[config.mk]
export PLATFORM = sky130hd
export DESIGN_NAME = multicycle_ctrl
export DESIGN_NICKNAME = d
export VERILOG_FILES = /design/src/rtl/ctrl_pkg.sv /design/src/rtl/alu_decoder.sv /design/src/rtl/multicycle_ctrl.sv
export SDC_FILE = /design/constraint.sdc
export NUM_CORES = 1
export LEC_CHECK = 0
export ABC_CLOCK_PERIOD_IN_PS = 6150
export BUFFER_PORTS_ARGS = -buffer_cell sky130_fd_sc_hd__buf_2
export CORE_ASPECT_RATIO = 0.6
export CORE_MARGIN = 2
export CORE_UTILIZATION = 40
export DETAILED_ROUTE_END_ITERATION = 8
export PLACE_DENSITY = 0.64
export SETUP_SLACK_MARGIN = 0.2
export SLEW_MARGIN = 20
export SYNTH_ARGS = -nofsm -noshare
export SYNTH_HDL_FRONTEND = slang
export SYNTH_SLANG_ARGS = --single-unit
[constraint.sdc]
create_clock -name clk -period 6.15 [get_ports clk]
set_input_delay 0.615 -clock clk [delete_from_list [all_inputs] [get_ports clk]]
set_output_delay 0.615 -clock clk [all_outputs]
set_load 0.02 [all_outputs]
[src/rtl/ctrl_pkg.sv]
// Shared encodings for the multicycle MIPS control unit: FSM states,
// instruction fields, ALU operations and datapath mux selects.
package ctrl_pkg;

    localparam int unsigned OP_W      = 6;
    localparam int unsigned FUNCT_W   = 6;
    localparam int unsigned ALU_CTL_W = 4;
    localparam int unsigned SEL_W     = 2;

    typedef enum logic [3:0] {
        S_IDLE     = 4'd0,
        S_FETCH    = 4'd1,
        S_DECODE   = 4'd2,
        S_MEMADR   = 4'd3,
        S_MEMREAD  = 4'd4,
        S_MEMWB    = 4'd5,
        S_MEMWRITE = 4'd6,
        S_EXEC     = 4'd7,
        S_RWB      = 4'd8,
        S_BRANCH   = 4'd9,
        S_JUMP     = 4'd10,
        S_ADDI_EX  = 4'd11,
        S_ADDI_WB  = 4'd12
    } state_e;

    localparam logic [OP_W-1:0] OP_RTYPE = 6'b000000;
    localparam logic [OP_W-1:0] OP_LW    = 6'b100011;
    localparam logic [OP_W-1:0] OP_SW    = 6'b101011;
    localparam logic [OP_W-1:0] OP_BEQ   = 6'b000100;
    localparam logic [OP_W-1:0] OP_BNE   = 6'b000101;
    localparam logic [OP_W-1:0] OP_J     = 6'b000010;
    localparam logic [OP_W-1:0] OP_ADDI  = 6'b001000;

    localparam logic [FUNCT_W-1:0] FN_ADD = 6'b100000;
    localparam logic [FUNCT_W-1:0] FN_SUB = 6'b100010;
    localparam logic [FUNCT_W-1:0] FN_AND = 6'b100100;
    localparam logic [FUNCT_W-1:0] FN_OR  = 6'b100101;
    localparam logic [FUNCT_W-1:0] FN_SLT = 6'b101010;

    localparam logic [ALU_CTL_W-1:0] ALU_AND = 4'b0000;
    localparam logic [ALU_CTL_W-1:0] ALU_OR  = 4'b0001;
    localparam logic [ALU_CTL_W-1:0] ALU_ADD = 4'b0010;
    localparam logic [ALU_CTL_W-1:0] ALU_SUB = 4'b0110;
    localparam logic [ALU_CTL_W-1:0] ALU_SLT = 4'b0111;

    localparam logic SRCA_PC  = 1'b0;
    localparam logic SRCA_REG = 1'b1;

    localparam logic [SEL_W-1:0] SRCB_REG     = 2'b00;
    localparam logic [SEL_W-1:0] SRCB_FOUR    = 2'b01;
    localparam logic [SEL_W-1:0] SRCB_IMM     = 2'b10;
    localparam logic [SEL_W-1:0] SRCB_IMM_SH2 = 2'b11;

    localparam logic [SEL_W-1:0] PCSRC_ALU    = 2'b00;
    localparam logic [SEL_W-1:0] PCSRC_ALUOUT = 2'b01;
    localparam logic [SEL_W-1:0] PCSRC_JUMP   = 2'b10;

    // Every datapath control driven by the FSM, bundled so one default clears all.
    typedef struct packed {
        logic                 alu_src_a;
        logic [SEL_W-1:0]     alu_src_b;
        logic [ALU_CTL_W-1:0] alu_control;
        logic                 pc_write;
        logic                 iord;
        logic                 mem_read;
        logic                 mem_write;
        logic                 ir_write;
        logic                 mem_to_reg;
        logic                 reg_dst;
        logic                 reg_write;
        logic [SEL_W-1:0]     pc_source;
        logic                 illegal;
    } ctrl_t;

endpackage

[src/rtl/alu_decoder.sv]
// R-type funct field to ALU operation decode; valid flags supported functs.
module alu_decoder
    import ctrl_pkg::*;
(
    input  logic [FUNCT_W-1:0]   funct,
    output logic [ALU_CTL_W-1:0] alu_control,
    output logic                 valid
);

    always_comb begin
        alu_control = ALU_ADD;
        valid       = 1'b1;
        case (funct)
            FN_ADD:  alu_control = ALU_ADD;
            FN_SUB:  alu_control = ALU_SUB;
            FN_AND:  alu_control = ALU_AND;
            FN_OR:   alu_control = ALU_OR;
            FN_SLT:  alu_control = ALU_SLT;
            default: valid       = 1'b0;
        endcase
    end

endmodule

[src/rtl/multicycle_ctrl.sv]
// Multicycle MIPS-subset control FSM: sequences fetch/decode/execute/writeback,
// flags unsupported instructions and counts retired instructions.
module multicycle_ctrl
    import ctrl_pkg::*;
#(
    parameter int unsigned CNT_WIDTH = 32
) (
    input  logic                 clk,
    input  logic                 rst_n,
    input  logic [OP_W-1:0]      opcode,
    input  logic [FUNCT_W-1:0]   funct,
    input  logic                 zero,
    input  logic                 mem_ready,
    output logic                 alu_src_a,
    output logic [SEL_W-1:0]     alu_src_b,
    output logic [ALU_CTL_W-1:0] alu_control,
    output logic                 pc_write,
    output logic                 iord,
    output logic                 mem_read,
    output logic                 mem_write,
    output logic                 ir_write,
    output logic                 mem_to_reg,
    output logic                 reg_dst,
    output logic                 reg_write,
    output logic [SEL_W-1:0]     pc_source,
    output logic                 illegal,
    output logic [CNT_WIDTH-1:0] retired
);

    state_e               state_q, state_d;
    logic [CNT_WIDTH-1:0] retired_q, retired_d;
    ctrl_t                ctl;
    logic                 retire;
    logic                 branch_taken;
    logic [ALU_CTL_W-1:0] dec_alu;
    logic                 dec_valid;

    alu_decoder u_alu_decoder (
        .funct       (funct),
        .alu_control (dec_alu),
        .valid       (dec_valid)
    );

    assign branch_taken = ((opcode == OP_BEQ) &  zero) |
                          ((opcode == OP_BNE) & ~zero);

    always_ff @(posedge clk or negedge rst_n) begin
        if (!rst_n) begin
            state_q   <= S_IDLE;
            retired_q <= '0;
        end else begin
            state_q   <= state_d;
            retired_q <= retired_d;
        end
    end

    // Controls decode from the current state (and handshake/flags) in the same cycle.
    always_comb begin
        state_d = state_q;
        ctl     = '0;
        retire  = 1'b0;
        case (state_q)
            S_IDLE: state_d = S_FETCH;
            S_FETCH: begin
                ctl.mem_read    = 1'b1;
                ctl.alu_src_a   = SRCA_PC;
                ctl.alu_src_b   = SRCB_FOUR;
                ctl.alu_control = ALU_ADD;
                ctl.pc_source   = PCSRC_ALU;
                ctl.pc_write    = mem_ready;
                ctl.ir_write    = mem_ready;
                if (mem_ready) state_d = S_DECODE;
            end
            S_DECODE: begin
                ctl.alu_src_a   = SRCA_PC;
                ctl.alu_src_b   = SRCB_IMM_SH2;
                ctl.alu_control = ALU_ADD;
                case (opcode)
                    OP_RTYPE:       state_d = S_EXEC;
                    OP_LW, OP_SW:   state_d = S_MEMADR;
                    OP_BEQ, OP_BNE: state_d = S_BRANCH;
                    OP_J:           state_d = S_JUMP;
                    OP_ADDI:        state_d = S_ADDI_EX;
                    default: begin
                        ctl.illegal = 1'b1;
                        state_d     = S_FETCH;
                    end
                endcase
            end
            S_MEMADR: begin
                ctl.alu_src_a   = SRCA_REG;
                ctl.alu_src_b   = SRCB_IMM;
                ctl.alu_control = ALU_ADD;
                state_d         = (opcode == OP_LW) ? S_MEMREAD : S_MEMWRITE;
            end
            S_MEMREAD: begin
                ctl.mem_read = 1'b1;
                ctl.iord     = 1'b1;
                if (mem_ready) state_d = S_MEMWB;
            end
            S_MEMWB: begin
                ctl.reg_write  = 1'b1;
                ctl.mem_to_reg = 1'b1;
                retire         = 1'b1;
                state_d        = S_FETCH;
            end
            S_MEMWRITE: begin
                ctl.mem_write = 1'b1;
                ctl.iord      = 1'b1;
                if (mem_ready) begin
                    retire  = 1'b1;
                    state_d = S_FETCH;
                end
            end
            S_EXEC: begin
                ctl.alu_src_a = SRCA_REG;
                ctl.alu_src_b = SRCB_REG;
                if (dec_valid) begin
                    ctl.alu_control = dec_alu;
                    state_d         = S_RWB;
                end else begin
                    ctl.alu_control = ALU_ADD;
                    ctl.illegal     = 1'b1;
                    state_d         = S_FETCH;
                end
            end
            S_RWB: begin
                ctl.reg_write = 1'b1;
                ctl.reg_dst   = 1'b1;
                retire        = 1'b1;
                state_d       = S_FETCH;
            end
            S_BRANCH: begin
                ctl.alu_src_a   = SRCA_REG;
                ctl.alu_src_b   = SRCB_REG;
                ctl.alu_control = ALU_SUB;
                ctl.pc_source   = PCSRC_ALUOUT;
                ctl.pc_write    = branch_taken;
                retire          = 1'b1;
                state_d         = S_FETCH;
            end
            S_JUMP: begin
                ctl.pc_write  = 1'b1;
                ctl.pc_source = PCSRC_JUMP;
                retire        = 1'b1;
                state_d       = S_FETCH;
            end
            S_ADDI_EX: begin
                ctl.alu_src_a   = SRCA_REG;
                ctl.alu_src_b   = SRCB_IMM;
                ctl.alu_control = ALU_ADD;
                state_d         = S_ADDI_WB;
            end
            S_ADDI_WB: begin
                ctl.reg_write = 1'b1;
                retire        = 1'b1;
                state_d       = S_FETCH;
            end
            default: state_d = S_IDLE;
        endcase
        retired_d = retired_q + CNT_WIDTH'(retire);
    end

    assign alu_src_a   = ctl.alu_src_a;
    assign alu_src_b   = ctl.alu_src_b;
    assign alu_control = ctl.alu_control;
    assign pc_write    = ctl.pc_write;
    assign iord        = ctl.iord;
    assign mem_read    = ctl.mem_read;
    assign mem_write   = ctl.mem_write;
    assign ir_write    = ctl.ir_write;
    assign mem_to_reg  = ctl.mem_to_reg;
    assign reg_dst     = ctl.reg_dst;
    assign reg_write   = ctl.reg_write;
    assign pc_source   = ctl.pc_source;
    assign illegal     = ctl.illegal;
    assign retired     = retired_q;

endmodule

==> metrics.md <==
| Metric | Value |
|---|---|
| CP Launch Point | `state_q[1]` |
| Cell count after synthesis | `234` |
| Post-route ant nets | `0` |
| Netlist cell types | `42` |
| Critical-path top delay cell | `dfrtp_1` |
| Yosys reg bits | `36` |
| Nature of the critical path endpoint | `flop` |
| Clock Root Buffer | `clkbuf_8` |
| P_sw | `336 uW` |
| Clock Latency Late Sink | `~0.29 ns` |
| Post-CTS Resized | `0` |
| R2R depth | `10` |
| Final Util | `0.508` |
| Top_reg_cell synth | `dfrtp_1` |
| Setup bufs post-CTS | `0` |
| Flop pwr share | `0.425` |
| Min cycle time layout | `between 3 and 4 ns` |
| Fin Setup TNS | `0 ns` |
| Highest clock rate | `approximately 330 MHz` |
| Worst EP required | `around 6.3 ns` |
| Inserted Diodes | `0` |
| Layout cells sized above 1 | `0.261` |
| Combinational share of power | `0.357` |
| Crit path DAT | `roughly 3.2 ns` |
| Initial core utilization | `0.420` |
| RSZ-0062 raised after global routing | `no` |
| Mean routed wirelength per cell | `14.6 um` |
| FP Rows | `20` |
| # hold bufs at CTS | `0` |
| Final Hold Vio Count | `0` |
| Post-synth EDFFs | `0` |
| Initial drt markers | `135` |
| R2r setup slk | `between 3 and 4 ns` |
| Final nets | `312` |
| First-pass GRT wire length | `between 8000 and 9000 um` |
| CTS tree | `done` |
| Mapped Area | `between 2000 and 2500 um2` |
| Ys Warns | `0` |
| Pleak | `0.00129 uW` |
| Post-DP Area | `between 2000 and 3000 um2` |
| Slew margin rel. | `0.478` |
| Synth Net Count | `between 200 and 300` |
| Internal | `approximately 460 uW` |
| Max Cap Violations | `0` |
| First-pass DRT Iterations | `4` |
| Area grow syn2layout | `21.0%` |
| Die H | `roughly 60 um` |
| Initial antenna violation count | `0` |
| DIE WIDTH | `98.8 um` |
| Port bufs | `64` |
| Clk pwr share | `0.219` |
| Worst Max-Slew Pin Slew | `0.784 ns` |
| IO Pins | `between 60 and 70` |
| HP Class | `primary input to async pin` |
| Largest net degree at the start of global routing | `37` |
| Routed wire length | `5270 um` |
| Critical register-to-register path endpoint | `retired[30]` |
| GRT overflow | `0` |
| Final setup viols | `0` |
| Vias/cell | `5.39` |
| GRT Util Overall | `0.188` |
| Clock Sinks | `36` |
| Post-synthesis average cell area | `between 9 and 10 um2` |
| TritonCTS buffer count | `5` |
| Gp weighted congestion | `around 0.81` |
| H-tree depth | `2` |
| RR Startpoint | `state_q[1]` |
| Design area | `around 2600 um2` |
| Max FO, Critical Path | `24` |
| CTS Buffer Depth | `2` |
| Vias | `~1.9k` |
| Crit Path Class | `flop to flop` |
| Period utilization | `0.499` |
| Worst setup SP type | `flop` |
| Switch share | `0.422` |
| DRC errors left | `0` |
| Critical path cell sequence | `inv_1, nor2_1, a21oi_1, o21ai_0, ha_1, ha_1, nand4_1, nor4_4, nand4_1, xnor2_1` |
| CORE AREA | `between 5000 and 6000 um2` |
| Final clock skew | `just under 0.006 ns` |
| Critical path buffer and inverter count | `1` |
| Worst VDD drop | `around 120 uV` |
| Number of global-route vias before repair | `approximately 1.8k` |
| Crit path max-delay family | `simple AND/OR/NAND/NOR gates` |
| Ys async rst share | `1.00` |
| Die ar. | `between 6000 and 7000 um2` |
| DP HPWL | `between 3000 and 4000 um` |
| CTS clk-pin slew, worst paths | `about 0.070 ns` |
| Final slew viol count | `0` |
| Status | `finished, final reports clean` |
| Sequential area share after synthesis | `0.418` |
| CP peak stage delay | `a little under 0.8 ns` |
| Power Dens Cells | `just over 300 nW/um2` |
[routing by layer]
layer | share of wire | routed length, um | GRT usage | up-vias
met1 | 0.52 | 2730 | 0.290 | 918
met5 | 0 | 0 | 0 | -
li1 | - | - | - | 964
met2 | 0.42 | 2240 | 0.264 | 60
met3 | 0.056 | 296 | 0.0495 | 2
met4 | 0.0023 | 12 | 0.0372 | 0
[logic make-up (layout without fill, tap and decap cells)]
kind of cell             Yosys count  in the layout  synth area share
flip-flops                        36             36             0.418
buffers and inverters             15             76            0.0279
XOR/XNOR                          32             32             0.130
multiplexers                       1              1           0.00523
adder cells (fa/ha/maj)            2              2            0.0116
other                              1              1           0.00174
AO/OA/AOI/OAI                     31             31            0.0900
AND/OR/NAND/NOR                  116            116             0.315
[synthesized netlist by cell type, types with 2 or more instances]
master    number  area (um2)
dfrtp_1       36         901
nor2_1        24        90.1
xnor2_1       21         184
nand3_1       17        85.1
nand4_1       12        75.1
nand2_1       11        41.3
nor3_1        11        55.1
xor2_1        11        96.3
clkbuf_1      10        37.5
o21ai_0       10        50.1
nand2b_1       7        43.8
nor2b_1        7        43.8
a21oi_1        5        25.0
a31oi_1        5        31.3
and3_1         5        31.3
and4_1         5        43.8
nor3b_1        5        37.5
inv_1          4        15.0
a211oi_1       2        15.0
ha_1           2        25.0
nor4_1         2        12.5
nor4_4         2        42.5
[worst max path at each step]
stage | endpoint | cells after the start
floorplan | retired[30] | 11
global placement | retired[30] | 10
global route | retired[18] | 10
finish | retired[30] | 10
detailed placement | retired[30] | 10
CTS | retired[30] | 10
[metrics by stage]
stage	cells	hold slack [ns]	worst slack [ns]	total power, uW
after floorplan	234	0.319	3.78	525
after global placement	353	0.466	3.32	621
after detailed placement	353	0.464	3.14	625
after CTS	361	0.436	3.12	800
after global routing	361	0.472	2.77	857
final	361	0.407	3.08	797
[sequential cells by signal, summed over array words and instances (netlist names)]
signal,cells
retired,32
state_q,4
[cell type report]
type	instances	area (um2)
sequential	36	901
inverter	4	15.0
clock buffer	7	86.3
tap	66	82.6
fill	486	2520
timing repair buffer	64	320
multi-input combinational	183	1190
clock inverter	1	7.51
[power groups by stage]
stage	logic [uW]	clock network [uW]	registers (uW)
6_report	284	174	338
5_1_grt	317	192	348
4_1_cts	285	178	337
3_5_place_dp	284	0	341
3_3_place_gp	283	0	338
2_1_floorplan	211	0	314
[cells in the final DEF, fill, tap and decap left out, drive strengths merged, types with 2 or more instances in the layout]
master / count
a211oi: 2
a21oi: 5
a31oi: 5
and3: 5
and4: 5
buf: 64
clkbuf: 7
dfrtp: 36
ha: 2
inv: 4
nand2: 11
nand2b: 7
nand3: 17
nand4: 14
nor2: 24
nor2b: 7
nor3: 11
nor3b: 5
nor4: 4
o21ai: 10
xnor2: 21
xor2: 11
(Power assumes the default switching activity.)
